`src/rtl/capture_pkg.sv`:
```
// Shared constants, record type and output-stage state encoding for the capture scheduler.
package capture_pkg;

   localparam int DEF_NCH  = 4;
   localparam int DEF_CW   = 8;
   localparam int DEF_SYNC = 2;
   localparam int CHW      = $clog2(DEF_NCH);

   typedef struct packed {
      logic [CHW-1:0]    chan;
      logic [DEF_CW-1:0] ts;
   } cap_rec_t;

   typedef enum logic {
      EMPTY = 1'b0,
      FULL  = 1'b1
   } out_state_t;

   // Cyclic successor of v in the range 0..n-1
   function automatic int wrap_inc(input int v, input int n);
      return (v + 1 >= n) ? 0 : v + 1;
   endfunction

endpackage

```
`src/rtl/capture_scheduler_rr_arbiter.sv`:
```
// NCH-way round-robin arbiter: picks the first requester at or after the pointer, cyclically.
module rr_arbiter
   import capture_pkg::*;
#(
   parameter int NCH = DEF_NCH
) (
   input  logic [NCH-1:0]         i_req,
   input  logic [$clog2(NCH)-1:0] i_ptr,
   output logic [NCH-1:0]         o_grant,
   output logic [$clog2(NCH)-1:0] o_idx,
   output logic                   o_any
);

   localparam int IW = $clog2(NCH);

   int            w_pos;
   logic [IW-1:0] w_idx;

   // Scan from the pointer around the ring; the first request found wins
   always_comb begin
      o_grant = '0;
      o_idx   = '0;
      o_any   = 1'b0;
      w_pos   = 0;
      w_idx   = '0;
      for (int k = 0; k < NCH; k++) begin
         w_pos = int'(i_ptr) + k;
         if (w_pos >= NCH) w_pos = w_pos - NCH;
         w_idx = IW'(w_pos);
         if (!o_any && i_req[w_idx]) begin
            o_any          = 1'b1;
            o_grant[w_idx] = 1'b1;
            o_idx          = w_idx;
         end
      end
   end

endmodule

```
`src/rtl/capture_scheduler.sv`:
```
// Multi-channel input capture: synchronize, rising-edge timestamp into per-channel slots,
// drain slots round-robin into a single valid/ready record port with sticky flags.
module capture_scheduler
   import capture_pkg::*;
#(
   parameter int NCH         = DEF_NCH,
   parameter int CW          = DEF_CW,
   parameter int SYNC_STAGES = DEF_SYNC
) (
   input  logic                   clk,
   input  logic                   rst,
   input  logic [NCH-1:0]         sig,
   input  logic [NCH-1:0]         en,
   output logic                   cap_valid,
   input  logic                   cap_ready,
   output logic [$clog2(NCH)-1:0] cap_chan,
   output logic [CW-1:0]          cap_ts,
   output logic                   int_flag,
   input  logic                   int_clr,
   output logic [NCH-1:0]         ovr,
   input  logic                   ovr_clr
);

   localparam int IW = $clog2(NCH);

   logic [CW-1:0]  r_tb;
   logic [NCH-1:0] r_sync [SYNC_STAGES];
   logic [NCH-1:0] r_prev;
   logic [NCH-1:0] r_pending;
   logic [CW-1:0]  r_slot [NCH];
   logic [IW-1:0]  r_rr_ptr;
   out_state_t     r_state;
   out_state_t     w_state_nxt;
   logic [IW-1:0]  r_cap_chan;
   logic [CW-1:0]  r_cap_ts;
   logic           r_int_flag;
   logic [NCH-1:0] r_ovr;

   logic [NCH-1:0] w_rise;
   logic [NCH-1:0] w_arb_grant;
   logic [NCH-1:0] w_take;
   logic [NCH-1:0] w_ovr_set;
   logic [IW-1:0]  w_arb_idx;
   logic           w_arb_any;
   logic           w_loadable;
   logic           w_do_grant;

   // Free-running timebase, wraps naturally at 2^CW
   always_ff @(posedge clk) begin
      if (rst) r_tb <= '0;
      else     r_tb <= r_tb + CW'(1);
   end

   // Synchronizer chain plus one delayed copy of its output for edge detection
   always_ff @(posedge clk) begin
      if (rst) begin
         for (int s = 0; s < SYNC_STAGES; s++) r_sync[s] <= '0;
         r_prev <= '0;
      end else begin
         r_sync[0] <= sig;
         for (int s = 1; s < SYNC_STAGES; s++) r_sync[s] <= r_sync[s-1];
         r_prev <= r_sync[SYNC_STAGES-1];
      end
   end

   assign w_rise = r_sync[SYNC_STAGES-1] & ~r_prev & en;

   rr_arbiter #(.NCH(NCH)) u_arb (
      .i_req   (r_pending),
      .i_ptr   (r_rr_ptr),
      .o_grant (w_arb_grant),
      .o_idx   (w_arb_idx),
      .o_any   (w_arb_any)
   );

   // Output stage next state: load when empty or when the held record is being taken
   always_comb begin
      w_state_nxt = r_state;
      w_loadable  = (r_state == EMPTY) || cap_ready;
      w_do_grant  = w_loadable && w_arb_any;
      if (w_do_grant)                        w_state_nxt = FULL;
      else if (r_state == FULL && cap_ready) w_state_nxt = EMPTY;
   end

   // A slot granted this cycle may be refilled by a simultaneous rise without overrun
   assign w_take    = w_arb_grant & {NCH{w_do_grant}};
   assign w_ovr_set = w_rise & r_pending & ~w_take;

   // Output stage state register
   always_ff @(posedge clk) begin
      if (rst) r_state <= EMPTY;
      else     r_state <= w_state_nxt;
   end

   // Pending slots: first undelivered timestamp wins, later rises only flag overrun
   always_ff @(posedge clk) begin
      if (rst) begin
         r_pending <= '0;
         for (int i = 0; i < NCH; i++) r_slot[i] <= '0;
      end else begin
         for (int i = 0; i < NCH; i++) begin
            if (w_rise[i] && (!r_pending[i] || w_take[i])) begin
               r_slot[i]    <= r_tb;
               r_pending[i] <= 1'b1;
            end else if (w_take[i]) begin
               r_pending[i] <= 1'b0;
            end
         end
      end
   end

   // Output record and round-robin pointer, updated only on a grant
   always_ff @(posedge clk) begin
      if (rst) begin
         r_cap_chan <= '0;
         r_cap_ts   <= '0;
         r_rr_ptr   <= '0;
      end else if (w_do_grant) begin
         r_cap_chan <= w_arb_idx;
         r_cap_ts   <= r_slot[w_arb_idx];
         r_rr_ptr   <= IW'(wrap_inc(int'(w_arb_idx), NCH));
      end
   end

   // Sticky flags: a set in the same cycle as a clear takes priority
   always_ff @(posedge clk) begin
      if (rst) begin
         r_int_flag <= 1'b0;
         r_ovr      <= '0;
      end else begin
         if (cap_valid && cap_ready) r_int_flag <= 1'b1;
         else if (int_clr)           r_int_flag <= 1'b0;
         r_ovr <= (r_ovr & ~{NCH{ovr_clr}}) | w_ovr_set;
      end
   end

   assign cap_valid = (r_state == FULL);
   assign cap_chan  = r_cap_chan;
   assign cap_ts    = r_cap_ts;
   assign int_flag  = r_int_flag;
   assign ovr       = r_ovr;

endmodule

```
`config.mk`:
```
export PLATFORM = sky130hd
export DESIGN_NAME = capture_scheduler
export DESIGN_NICKNAME = d
export VERILOG_FILES = /design/src/rtl/capture_pkg.sv /design/src/rtl/capture_scheduler_rr_arbiter.sv /design/src/rtl/capture_scheduler.sv
export SDC_FILE = /design/constraint.sdc
export NUM_CORES = 1
export LEC_CHECK = 0
export BUFFER_PORTS_ARGS = -buffer_cell sky130_fd_sc_hd__clkbuf_2
export CORE_MARGIN = 2
export CORE_UTILIZATION = 31
export DETAILED_ROUTE_END_ITERATION = 8
export PLACE_DENSITY = 0.48
export SETUP_SLACK_MARGIN = 0.2
export SLEW_MARGIN = 20
export SYNTH_ARGS = -nofsm -noshare
export SYNTH_HDL_FRONTEND = slang
export SYNTH_SLANG_ARGS = --single-unit
```
`constraint.sdc`:
```
create_clock -name clk -period 3.1 [get_ports clk]
set_input_delay 0.465 -clock clk [delete_from_list [all_inputs] [get_ports clk]]
set_output_delay 0.465 -clock clk [all_outputs]
set_load 0.005 [all_outputs]
```
-- After elaboration in Yosys (flattened, before gate mapping)
Memory sizes are Yosys's and may differ from the RTL's. A register that Yosys moved wholly into a read port is not among the register bits.
Index checks and enable logic that the tools add are counted.
- bits in registers: 26
- RAM bits: 40
- input port bits: 13
- logic and storage cells: 152
- memories kept: 2
- add/sub/neg operators: 9
- magnitude comparators: 13
- muxes and demuxes: 66
- bitwise gates (word level): 20
- reductions and logical operators: 31
- memories (name ; depth ; width ; rd ports ; clocked after Yosys merged registers in ; wr ports ; RTL line ; RTL):
    r_slot ; 4 ; 8 ; 1 ; 1 ; 4 ; capture_scheduler.sv:30 ; logic [CW-1:0] r_slot [NCH];
    r_sync ; 2 ; 4 ; 2 ; 0 ; 2 ; capture_scheduler.sv:27 ; logic [NCH-1:0] r_sync [SYNC_STAGES];
- operators with widths (cell ; count):
    1-bit 2-to-1 mux ; 39
    8-bit 2-to-1 mux ; 4
    4-bit bitwise AND ; 6
    4-bit 2-to-1 mux ; 6
    2-bit 2-to-1 mux ; 9
    4-bit OR ; 4
    1-bit logical AND ; 13
    3-bit greater-or-equal comparator, second input constant ; 4
    2-bit by 3-bit less-than comparator with 1-bit output, second input constant ; 4
    4-bit inverter ; 3
    2-bit nonzero test ; 6
    8-bit by 1-bit adder with 8-bit output, second input constant ; 1
    1-bit binary-select mux with 2-bit select ; 4
    1-bit demux with 2-bit select ; 4
    2-bit by 1-bit greater-or-equal comparator with 1-bit output, second input constant ; 4
    2-bit by 1-bit subtractor with 2-bit output, second input constant ; 4
    1-bit zero test ; 7
    2-bit by 1-bit adder with 3-bit output, second input constant ; 2
    2-bit by 2-bit adder with 3-bit output, second input constant ; 2
    1-bit OR ; 6
    1-bit logical OR ; 5
    2-bit by 3-bit greater-or-equal comparator with 1-bit output, second input constant ; 1
    1-bit inverter ; 1

-- Longest topological paths before layout
- depth in word-level cells: 22
- depth in mapped cells: 11
- gate-level depth less buffers: 8

-- By module
Synthesis repeated with hierarchy kept, for this count alone.
- cells, all modules: 300
- area total of the unflattened synthesis: 3470.8 um2
- modules (own cells, without submodules) (module ; instances ; cells an instance ; area each (um2)):
    capture_scheduler ; 1 ; 255 ; 3049.2
    rr_arbiter ; 1 ; 45 ; 421.7

-- Least setup slack after synthesis
No wires, ideal clock.
- path type: reg-to-reg
- from: register with a tool-made name
- to: memory r_slot[3][0] in the netlist's numbering, enable pin
- setup time: 0.329 ns
- arrival: 2.470 ns
- required time: 2.771 ns
- slack: 0.302 ns
- cell stages (with the launch flop): 11
- buffers on the path: 2
- clock period less this slack: 2.798 ns
- cell sequence: dfxtp_1 -> buf_4 -> inv_2 -> ha_1 -> mux4_2 -> or3b_1 -> a221oi_1 -> o21ai_1 -> a21bo_1 -> buf_6 -> nand2_1
- RTL lines (element ; RTL line):
    to (decl) ; capture_scheduler.sv:30

==> impl_metrics.env <==
export IMPL_status="finished clean"
export IMPL_crit_buf_inv=1
export IMPL_p_per_area_nw_per_um2=544
export IMPL_setup_tns_ns=0
export IMPL_synth_edff_count=32
export IMPL_slew_headroom_pct=59.7
export IMPL_timing_rr_start="r_rr_ptr[1]"
export IMPL_hold_path_class="input port to register"
export IMPL_synth_warnings=0
export IMPL_synth_common_cells="nor2_1 (43), dfxtp_1 (42), edfxtp_1 (32), nand2_1 (28), mux2i_1 (16)"
export IMPL_vdd_drop_max_mv=0.232
export IMPL_clockBufferDepth=2
export IMPL_maxSlewViolCount=0
export IMPL_cp_slowest_cell="dfxtp_2"
export IMPL_fp_coreArea_sq_um=10300
export IMPL_drtIter0Drc=133
export IMPL_drv_cap=0
export IMPL_finalWirelength_um=6770
export IMPL_synth_cell_types=47
export IMPL_crit_path_start="r_rr_ptr[1]"
export IMPL_synth_yosys_seq_area_share_pct=55.1
export IMPL_antenna_found_initial=0
export IMPL_worst_ep_required_time_ns=3.12
export IMPL_grt_pass1_wl_um=11100
export IMPL_overflow=0
export IMPL_tightest_slew_ns=0.600
export IMPL_syn_area_sq_um=3270
export IMPL_min_period_over_period_pct=88.5
export IMPL_synth_most_common_cell="nor2_1"
export IMPL_hold_buffers=0
export IMPL_area_growth_pct=14.8
export IMPL_yosys_area_top_type="edfxtp_1"
export IMPL_start_util_pct=31.8
export IMPL_clk_latency_ns=0.34
export IMPL_hpwl_um=4880
export IMPL_ys_flop_type="dfxtp_1"
export IMPL_synth_cells=299
export IMPL_power_leakage_nw=1.34
export IMPL_die_y_um=107
export IMPL_path_cells="inv_1, ha_1, mux4_2, or3b_1, a221o_1, a21oi_2, o21bai_2, nand2_1"
export IMPL_via_count=2188
export IMPL_avgSynthCellArea_sq_um=10.9
export IMPL_die_area_sq_um=11400
export IMPL_end_kind="register"
export IMPL_synthArstFlopShare_pct=0
export IMPL_grt_pass1_vias=2104
export IMPL_rsz0062_at_grt="no"
export IMPL_cts_root_buffer="clkbuf_8"
export IMPL_crit_path_max_incr_delay_ns=0.39
export IMPL_num_rows=37
export IMPL_wl_per_cell_um=14.3
export IMPL_setup_violations=0
export IMPL_fmax_mhz=364
export IMPL_diodes=0
export IMPL_layout_drive_gt1_share_pct=21.7
export IMPL_drc=0
export IMPL_hold_path_startpoint="sig[2]"
export IMPL_timing_worst_setup_path_type="register to register"
export IMPL_multiInputGateArea_sq_um=1350
export IMPL_cts_clk_slew_worst_paths_ns=0.08
export IMPL_die_w_um=107
export IMPL_placed_cells=457
export IMPL_cts_max_level=3
export IMPL_final_cells=473
export IMPL_track_usage_pct=13.0
export IMPL_clock_skew_ns=0.00777
export IMPL_grt_max_degree=37
export IMPL_hold_violations=0
export IMPL_synthTopCellsByArea="edfxtp_1 (29%), dfxtp_1 (26%), nor2_1 (4.9%)"
export IMPL_yosys_area_top_type_share_pct=29.4
export IMPL_min_period_ns=2.74
export IMPL_cts_sinks=74
export IMPL_critPathTopFamily="compound AO/OA/AOI/OAI gates"
export IMPL_drt_pre_antenna_iters=6
export IMPL_tritoncts="built"
export IMPL_critical_path_max_fanout=9
export IMPL_synth_seq_cells=74
export IMPL_via_per_inst=4.63
export IMPL_ant_nets=0
export IMPL_synth_nets=320
export IMPL_io_buffer_count=28
export IMPL_layout_area_seq_sq_um=1800
export IMPL_fill_cells=1063
export IMPL_arrival_ns=2.76
export IMPL_io_pins=29
export IMPL_crit_path_start_kind="register"
export IMPL_numCtsBuffers=9
export IMPL_num_nets_final=353
export IMPL_gp_congestion=0.860
## flip-flops by register name, summed over array words and instances (netlist names), named ones only
| register | cells |
|---|---|
| r_tb | 8 |
| r_slot | 32 |
| cap_ts | 8 |
| ovr | 4 |
| cap_chan | 2 |
| r_pending | 4 |
| r_rr_ptr | 1 |
| r_prev | 4 |
| cap_valid | 1 |
| r_sync | 8 |
| int_flag | 1 |
## metal layers
| layer | vias to the layer above | track usage, % | share of wire (%) |
|---|---|---|---|
| met4 | 0 | 5.01 | 1.3 |
| met5 | - | 0 | 0 |
| met1 | 999 | 18.4 | 50 |
| li1 | 1117 | - | - |
| met2 | 63 | 18.6 | 43 |
| met3 | 9 | 3.71 | 5.9 |
## worst paths after layout
kind,to,slack (ns),cells past startpoint
worst max-delay path,r_slot[0][1],0.36,8
worst min-delay path,r_sync[0][2],0.33,2
worst max register to register,r_slot[0][1],0.36,8
worst min register to register,r_sync[0][5],0.44,1
## stage by stage
| step | power, mW | utilization [%] | hold WS (ns) | instance area (sq um) | setup slack, ns |
|---|---|---|---|---|---|
| after floorplan | 1.26 | - | 0.414 | 3270 | 0.302 |
| after global placement | 1.32 | 34.5 | 0.419 | 3550 | 0.326 |
| after detailed placement | 1.32 | 34.5 | 0.423 | 3550 | 0.237 |
| after CTS | 2.06 | 36.4 | 0.305 | 3740 | 0.209 |
| after global routing | 2.14 | 36.5 | 0.326 | 3750 | 0.223 |
| final | 2.04 | 36.5 | 0.326 | 3750 | 0.355 |
## where the power goes
part / internal (mW) / total, mW / switching (mW)
sequential: 1.06 / 1.08 / 0.0225
clock: 0.370 / 0.741 / 0.370
combinational: 0.0901 / 0.221 / 0.131
## placed cells by master (no fill, tap or decap), types with 6 or more instances in the layout
cell type	Yosys	final
ha_1	8	8
inv_1	12	12
a21oi_1	9	9
mux2i_1	16	16
clkbuf_8	0	9
nand3_1	9	9
dfxtp_1	42	41
o221ai_1	8	8
buf_4	2	6
nor2b_1	13	13
nand2_1	28	26
nor2_1	43	43
clkbuf_2	0	28
nor2_2	8	8
edfxtp_1	32	32
## what timing repair did
action | in CTS | in global routing
hold endpoints to repair | 0 | 0
buffers inserted | 0 | 0
resized for setup | 0 | 4
endpoints found under the setup margin | 0 | 32
## layout make-up
class                      instances  share of cell area [%]
sequential                        74                    48.0
multi-input combinational        199                    36.0
timing repair buffer              34                    4.93
tap                              136                    4.53
clock buffer                       9                    3.30
clock inverter                     7                    1.83
inverter                          14                    1.40
## logic make-up after synthesis
group	after synthesis	synth area share, %
AO/OA/AOI/OAI	47	11.2
buffers and inverters	26	3.94
multiplexers	20	7.65
adder cells (fa/ha/maj)	8	3.06
XOR/XNOR	8	2.14
flip-flops	74	55.1
AND/OR/NAND/NOR	116	16.9
(Power assumes the default switching activity.)
